### config.mk
export PLATFORM = sky130hd
export DESIGN_NAME = note_field_ctrl
export DESIGN_NICKNAME = d
export VERILOG_FILES = /design/src/rtl/note_field_ctrl.sv
export SDC_FILE = /design/constraint.sdc
export NUM_CORES = 1
export LEC_CHECK = 0
export ABC_AREA = 1
export CAP_MARGIN = 20
export CORE_UTILIZATION = 35
export DETAILED_ROUTE_END_ITERATION = 6
export PLACE_DENSITY = 0.56
export SYNTH_ARGS = -nofsm -noshare
export SYNTH_HDL_FRONTEND = slang
export SYNTH_SLANG_ARGS = --single-unit
export TNS_END_PERCENT = 100
### constraint.sdc
create_clock -name clk -period 11.05 [get_ports clk]
set_clock_uncertainty 0.05 [all_clocks]
set_input_delay 2.21 -clock clk [delete_from_list [all_inputs] [get_ports clk]]
set_output_delay 2.21 -clock clk [all_outputs]
set_load 0.03 [all_outputs]
### src/rtl/note_field_ctrl.sv
// note_field_ctrl
// ---------------
// Note-field controller for the hand-tracking rhythm game. Holds up to
// NUM_SLOTS live target circles, ages them on the beat tick, judges hits
// from the left/right hand trackers and keeps score, combo and best combo.
//
// Ports:
//   clk, rst                     clock, synchronous active-high reset
//   note_valid, note_x, note_y   one-cycle strobe presenting a new note
//   lifetime                     ticks a new note stays live (0 = forever)
//   tick                         beat strobe that ages live slots
//   hand_{l,r}_{valid,x,y}       raw hand tracker inputs
//   tolerance                    hit window half-width (strict compare)
//   slot_pos, slot_show          packed {x,y} per slot and live flags
//   hand_{l,r}_pos               mapped hand position, 0 when invalid
//   score, combo, max_combo      scoring state
//   hit_pulse, miss_pulse        one-cycle strobes for this cycle's events
module note_field_ctrl #(
    parameter int NUM_SLOTS  = 4,
    parameter int COORD_W    = 8,
    parameter int LIFE_W     = 8,
    parameter int SCORE_W    = 12,
    parameter int COMBO_W    = 8,
    parameter int HIT_POINTS = 5,
    parameter int Y_TOP      = 15
) (
    input  logic                             clk,
    input  logic                             rst,
    input  logic                             note_valid,
    input  logic [COORD_W-1:0]               note_x,
    input  logic [COORD_W-1:0]               note_y,
    input  logic [LIFE_W-1:0]                lifetime,
    input  logic                             tick,
    input  logic                             hand_l_valid,
    input  logic                             hand_r_valid,
    input  logic [COORD_W-1:0]               hand_l_x,
    input  logic [COORD_W-1:0]               hand_l_y,
    input  logic [COORD_W-1:0]               hand_r_x,
    input  logic [COORD_W-1:0]               hand_r_y,
    input  logic [COORD_W-1:0]               tolerance,
    output logic [NUM_SLOTS*2*COORD_W-1:0]   slot_pos,
    output logic [NUM_SLOTS-1:0]             slot_show,
    output logic [2*COORD_W-1:0]             hand_l_pos,
    output logic [2*COORD_W-1:0]             hand_r_pos,
    output logic [SCORE_W-1:0]               score,
    output logic [COMBO_W-1:0]               combo,
    output logic [COMBO_W-1:0]               max_combo,
    output logic                             hit_pulse,
    output logic                             miss_pulse
);

    localparam int PTR_W = $clog2(NUM_SLOTS);
    localparam int POS_W = 2 * COORD_W;
    localparam int CNT_W = $clog2(NUM_SLOTS + 1);

    localparam logic [31:0] SCORE_MAX = 32'({SCORE_W{1'b1}});
    localparam logic [31:0] COMBO_MAX = 32'({COMBO_W{1'b1}});

    logic [POS_W-1:0]   pos_q  [NUM_SLOTS];
    logic [POS_W-1:0]   pos_d  [NUM_SLOTS];
    logic [LIFE_W-1:0]  life_q [NUM_SLOTS];
    logic [LIFE_W-1:0]  life_d [NUM_SLOTS];
    logic [NUM_SLOTS-1:0] show_q, show_d;
    logic [PTR_W-1:0]   rr_ptr_q, rr_ptr_d;
    logic [SCORE_W-1:0] score_q, score_d;
    logic [COMBO_W-1:0] combo_q, combo_d;
    logic [COMBO_W-1:0] max_combo_q, max_combo_d;
    logic               hit_pulse_q, hit_pulse_d;
    logic               miss_pulse_q, miss_pulse_d;
    logic [POS_W-1:0]   hand_l_pos_q, hand_l_pos_d;
    logic [POS_W-1:0]   hand_r_pos_q, hand_r_pos_d;

    logic [COORD_W-1:0] map_l_y, map_r_y;
    logic [NUM_SLOTS-1:0] hit;
    logic [CNT_W-1:0]   hit_cnt;
    logic               dup;
    logic               free_found;
    logic [PTR_W-1:0]   free_idx;
    logic [PTR_W-1:0]   tgt;
    logic               miss;
    logic [31:0]        score_sum;
    logic [31:0]        combo_base;

    // True unsigned distance; never wraps.
    function automatic logic [COORD_W-1:0] abs_diff(input logic [COORD_W-1:0] a,
                                                    input logic [COORD_W-1:0] b);
        return (a >= b) ? (a - b) : (b - a);
    endfunction

    // Strict window, so tolerance 0 can never produce a hit.
    function automatic logic near(input logic [COORD_W-1:0] hx, input logic [COORD_W-1:0] hy,
                                  input logic [POS_W-1:0] sp, input logic [COORD_W-1:0] tol);
        return (abs_diff(hx, sp[POS_W-1:COORD_W]) < tol) && (abs_diff(hy, sp[COORD_W-1:0]) < tol);
    endfunction

    // Hand mapping flips y around Y_TOP; hit judging uses these unregistered values.
    always_comb begin
        map_l_y      = COORD_W'(Y_TOP) - hand_l_y;
        map_r_y      = COORD_W'(Y_TOP) - hand_r_y;
        hand_l_pos_d = hand_l_valid ? {hand_l_x, map_l_y} : '0;
        hand_r_pos_d = hand_r_valid ? {hand_r_x, map_r_y} : '0;
    end

    // Hit detection, duplicate check and lowest free slot search, all on registered slot state.
    always_comb begin
        hit        = '0;
        hit_cnt    = '0;
        dup        = 1'b0;
        free_found = 1'b0;
        free_idx   = '0;
        for (int i = 0; i < NUM_SLOTS; i++) begin
            hit[i] = show_q[i] &&
                     ((hand_l_valid && near(hand_l_x, map_l_y, pos_q[i], tolerance)) ||
                      (hand_r_valid && near(hand_r_x, map_r_y, pos_q[i], tolerance)));
            hit_cnt = hit_cnt + {{(CNT_W-1){1'b0}}, hit[i]};
            if (show_q[i] && (pos_q[i] == {note_x, note_y})) begin
                dup = 1'b1;
            end
        end
        // Descending scan so the lowest free index is the one left standing.
        for (int i = NUM_SLOTS - 1; i >= 0; i--) begin
            if (!show_q[i]) begin
                free_found = 1'b1;
                free_idx   = PTR_W'(i);
            end
        end
    end

    // Slot update: hit clears first, otherwise aging may expire; the insertion
    // write comes last so a new note lands on top of a hit or expiring slot.
    // Misses are a per-cycle flag, so an expiry plus overwrite on one slot is one miss.
    always_comb begin
        pos_d    = pos_q;
        life_d   = life_q;
        show_d   = show_q;
        rr_ptr_d = rr_ptr_q;
        miss     = 1'b0;
        tgt      = free_idx;
        for (int i = 0; i < NUM_SLOTS; i++) begin
            if (hit[i]) begin
                show_d[i] = 1'b0;
            end else if (tick && show_q[i] && (life_q[i] != '0)) begin
                life_d[i] = life_q[i] - 1'b1;
                if (life_q[i] == LIFE_W'(1)) begin
                    show_d[i] = 1'b0;
                    miss      = 1'b1;
                end
            end
        end
        if (note_valid && !dup) begin
            if (!free_found) begin
                tgt      = rr_ptr_q;
                miss     = 1'b1;
                rr_ptr_d = (rr_ptr_q == PTR_W'(NUM_SLOTS - 1)) ? '0 : rr_ptr_q + 1'b1;
            end
            pos_d[tgt]  = {note_x, note_y};
            show_d[tgt] = 1'b1;
            life_d[tgt] = lifetime;
        end
    end

    // Saturating score and combo arithmetic done in 32 bits before clamping.
    always_comb begin
        score_sum    = 32'(score_q) + 32'(hit_cnt) * 32'(HIT_POINTS);
        score_d      = (score_sum > SCORE_MAX) ? '1 : score_sum[SCORE_W-1:0];
        combo_base   = miss ? 32'(hit_cnt) : 32'(combo_q) + 32'(hit_cnt);
        combo_d      = (combo_base > COMBO_MAX) ? '1 : combo_base[COMBO_W-1:0];
        max_combo_d  = (combo_d > max_combo_q) ? combo_d : max_combo_q;
        hit_pulse_d  = |hit;
        miss_pulse_d = miss;
    end

    always_ff @(posedge clk) begin
        if (rst) begin
            for (int i = 0; i < NUM_SLOTS; i++) begin
                pos_q[i]  <= '0;
                life_q[i] <= '0;
            end
            show_q       <= '0;
            rr_ptr_q     <= '0;
            score_q      <= '0;
            combo_q      <= '0;
            max_combo_q  <= '0;
            hit_pulse_q  <= 1'b0;
            miss_pulse_q <= 1'b0;
            hand_l_pos_q <= '0;
            hand_r_pos_q <= '0;
        end else begin
            pos_q        <= pos_d;
            life_q       <= life_d;
            show_q       <= show_d;
            rr_ptr_q     <= rr_ptr_d;
            score_q      <= score_d;
            combo_q      <= combo_d;
            max_combo_q  <= max_combo_d;
            hit_pulse_q  <= hit_pulse_d;
            miss_pulse_q <= miss_pulse_d;
            hand_l_pos_q <= hand_l_pos_d;
            hand_r_pos_q <= hand_r_pos_d;
        end
    end

    always_comb begin
        slot_pos = '0;
        for (int i = 0; i < NUM_SLOTS; i++) begin
            slot_pos[i*POS_W +: POS_W] = pos_q[i];
        end
    end

    assign slot_show  = show_q;
    assign hand_l_pos = hand_l_pos_q;
    assign hand_r_pos = hand_r_pos_q;
    assign score      = score_q;
    assign combo      = combo_q;
    assign max_combo  = max_combo_q;
    assign hit_pulse  = hit_pulse_q;
    assign miss_pulse = miss_pulse_q;

endmodule

==> reports/results.tsv <==
stage	metric	value	unit
setup_path	path_class	in -> reg	
layout	fillers	6294	
yosys	synth_fp_nets	3530	
layout	final_util	0.416	
grt	grt_start_max_net_pins	64	
clocking	cts_num_sinks	164	
yosys	syn-cell-area	0.0208	mm2
setup_path	worstPathArrival	10.46	ns
yosys	synth_seq_area_share	0.158	
setup_path	worstPathRequired	11.45	ns
routing	avgViaCountPerCell	5.30	
run	maxCapViolCount	0	
grt	antenna_found_initial	1	
routing	drc_errors	0	
clocking	cts_tree	done	
placed_design	numPortBuffers	199	
routing	drtIter0Drc	1708	
setup_path	max_stage_delay	0.61	ns
setup_path	critPathMostFrequentCell	nand2_1	
die	die_area	0.0604	mm2
power_and_ir_drop	p_leak	11.7	nW
power_and_ir_drop	vdd_drop_max	0.000139	V
timing	hold_viol_final	0	
timing	holdWs	0.422	ns
layout	regArea	0.00328	mm2
timing	tightest_slew	0.958	ns
routing	avgRoutedWirePerCell	20.0	um
hold_path	worstHoldPathType	reg -> reg	
yosys	synth_largest_area_cell	ha_1	
yosys	ys_warn_count	0	
timing	maxSlewViolCount	0	
yosys	yosys-top-cells-area	ha_1 (23%), dfxtp_1 (16%), nand2_1 (12%), inv_1 (7.8%), a21oi_1 (7.1%)	
clocking	htreeDepth	4	
layout	nets	3700	
setup_path	worst-path-buf-inv	11	
layout	multiInputGateArea	0.0154	mm2
grt	grt_overflow	0	
clocking	cts_post_setup_buffers_inserted	0	
power_and_ir_drop	seq_power_share	0.241	
setup_path	critPathMaxFanout	13	
yosys	synth_commonest_cells	nand2_1 (642), inv_1 (434), ha_1 (388), a21oi_1 (295), o21ai_0 (251)	
power_and_ir_drop	p_sw	0.00137	W
yosys	synth_edf_count	0	
power_and_ir_drop	internal-power	0.00157	W
yosys	synth_compound_area_frac	0.183	
outcome	outcome	completed	
die	core	0.0581	mm2
yosys	synth_most_common_cell	nand2_1	
clocking	worstSkewPairLatency	0.50	ns
grt	grt_pass1_vias	19800	
timing	slew_headroom	0.361	
power_and_ir_drop	clkPwrFrac	0.220	
timing	setup_tns	0	ns
clocking	cts_buffer_depth	2	
die	rows	88	
power_and_ir_drop	pwr-share-comb	0.539	
layout	final_layout_size_suffix_gt1_frac	0.0363	
clocking	cts_resized	0	
timing	fmax	0.0995	GHz
hold_path	hold_path_startpoint	rr_ptr_q[1]	
yosys	syn_area_per_cell	6.84	um2
yosys	syn_inst	3036	
yosys	synth_top_family_by_area	adder cells	
clocking	path_clk_slew	0.08	ns
timing	setup_viol	0	
routing	detail-route-antenna-nets	0	
placed_design	routabilityCongestion	0.978	
yosys	synthSimpleGateAreaFrac	0.210	
layout	area_growth	16.4	%
grt	grt_first_pass_wirelength	120	mm
timing	timing.final.crit_share	0.910	
setup_path	timing.rr.start	slot_pos[53]	
yosys	synth_xor_area_frac	0.0636	
power_and_ir_drop	swShare	0.467	
routing	dr.pass1.iters	6	
layout	diodes	0	
setup_path	crit_slowest_cell	clkdlybuf4s50_1	
setup_path	startpoint_type	input pin	
setup_path	endpoint_kind	flip-flop	
yosys	synth.ff_latch_count	164	
timing	rsz0062_at_grt	no	
yosys	synth_top_area_share	0.234	
die	die_x	246	um
yosys	synth_cell_type_count	48	
yosys	synth_adder_area_share	0.268	
setup_path	crit_family	adder cells	
yosys	synth-async-reset-ratio	0	
setup_path	critPathLaunch	hand_l_y[4]	
placed_design	place_hpwl	63.2	mm
clocking	root_buffer	clkbuf_16	
power_and_ir_drop	p_per_area	121	mW/mm2
clocking	cts_made_buffers	17	
power_and_ir_drop	p_total	0.00294	W
grt	track_usage	0.262	
yosys	synth_ff_type	dfxtp_1	
die	io_pins	200	
timing	finalCriticalPeriod	10.06	ns
routing	finalWirelength	79.8	mm
clocking	cts_hold_buf	0	
timing	setup_slack	0.995	ns
placed_design	place_ws	0.534	ns
die	dieHeight	246	um
yosys	synthMuxAreaShare	0.0182	
routing	vias	21100	
die	start_util	0.357	
-- layout make-up --
| type | instances | share of cell area |
|---|---|---|
| Clock buffer | 18 | 0.0182 |
| Clock inverter | 14 | 0.00662 |
| Inverter | 448 | 0.0696 |
| Multi-Input combinational cell | 2346 | 0.639 |
| Sequential cell | 164 | 0.136 |
| Tap cell | 765 | 0.0396 |
| Timing Repair Buffer | 229 | 0.0915 |
-- power by group through the flow --
stage	Sequential, W	Combinational [W]	Clock, W
finish	0.000709	0.00158	0.000645
global route	0.000712	0.00178	0.000685
CTS	0.000706	0.00158	0.000662
detailed placement	0.000719	0.00157	0
global placement	0.000720	0.00157	0
floorplan	0.000754	0.00105	0
-- worst register-to-register path, delay by kind of cell, from the launching register on --
family / cells / cell delay [ns]
adder cells (fa/ha/maj): 7 / 2.49
AND/OR/NAND/NOR: 19 / 2.24
AO/OA/AOI/OAI: 8 / 1.49
buffers and inverters: 8 / 0.97
flip-flops: 1 / 0.72
XOR/XNOR: 1 / 0.16
-- placed cells by master (no fill, tap or decap), types with 20 or more instances in the layout --
cell type and n:
o21ai_1 20, mux2i_1 30, o21ai_0 251, a31oi_1 25, a21oi_1 295, clkdlybuf4s50_1 198, ha_1 388, dfxtp_1 164
nand3_1 91, buf_4 30, nand2_1 642, xor2_1 112, nand4_1 48, o221ai_1 39, inv_1 433, fa_1 36
xnor2_1 39, nor2_1 210
-- through the flow --
step	area, um2	instances
after global placement	23600	3952
after global routing	24200	3984
final	24200	3984
after CTS	24200	3984
after floorplan	20800	3036
after detailed placement	23600	3952
-- layer usage --
layer / up-vias / track usage / routed length, um
li1: 10400 / - / -
met1: 9851 / 0.344 / 35400
met2: 715 / 0.433 / 36700
met3: 114 / 0.0461 / 5330
met4: 2 / 0.0828 / 2310
met5: - / 0 / 13
-- state kept, by name, indices dropped and copies added (netlist names) --
| name | flops |
|---|---|
| hand_l_pos | 16 |
| hand_r_pos | 16 |
| slot_show | 4 |
| combo | 8 |
| hit_pulse | 1 |
| slot_pos | 64 |
| life_q | 32 |
| max_combo | 8 |
| miss_pulse | 1 |
| score | 12 |
| rr_ptr_q | 2 |
-- logic make-up after synthesis --
| logic type | Yosys count |
|---|---|
| AO/OA/AOI/OAI | 690 |
| multiplexers | 37 |
| XOR/XNOR | 151 |
| flip-flops | 164 |
| buffers and inverters | 526 |
| adder cells (fa/ha/maj) | 424 |
| AND/OR/NAND/NOR | 1044 |
-- worst paths after layout --
kind | endpoint | slack, ns | depth (start not counted)
hold / removal | rr_ptr_q[1] | 0.42 | 2
setup reg to reg | max_combo[2] | 2.89 | 43
setup / recovery | max_combo[2] | 0.99 | 47
hold reg to reg | rr_ptr_q[1] | 0.42 | 2
Power figures use the tool's default switching activity.
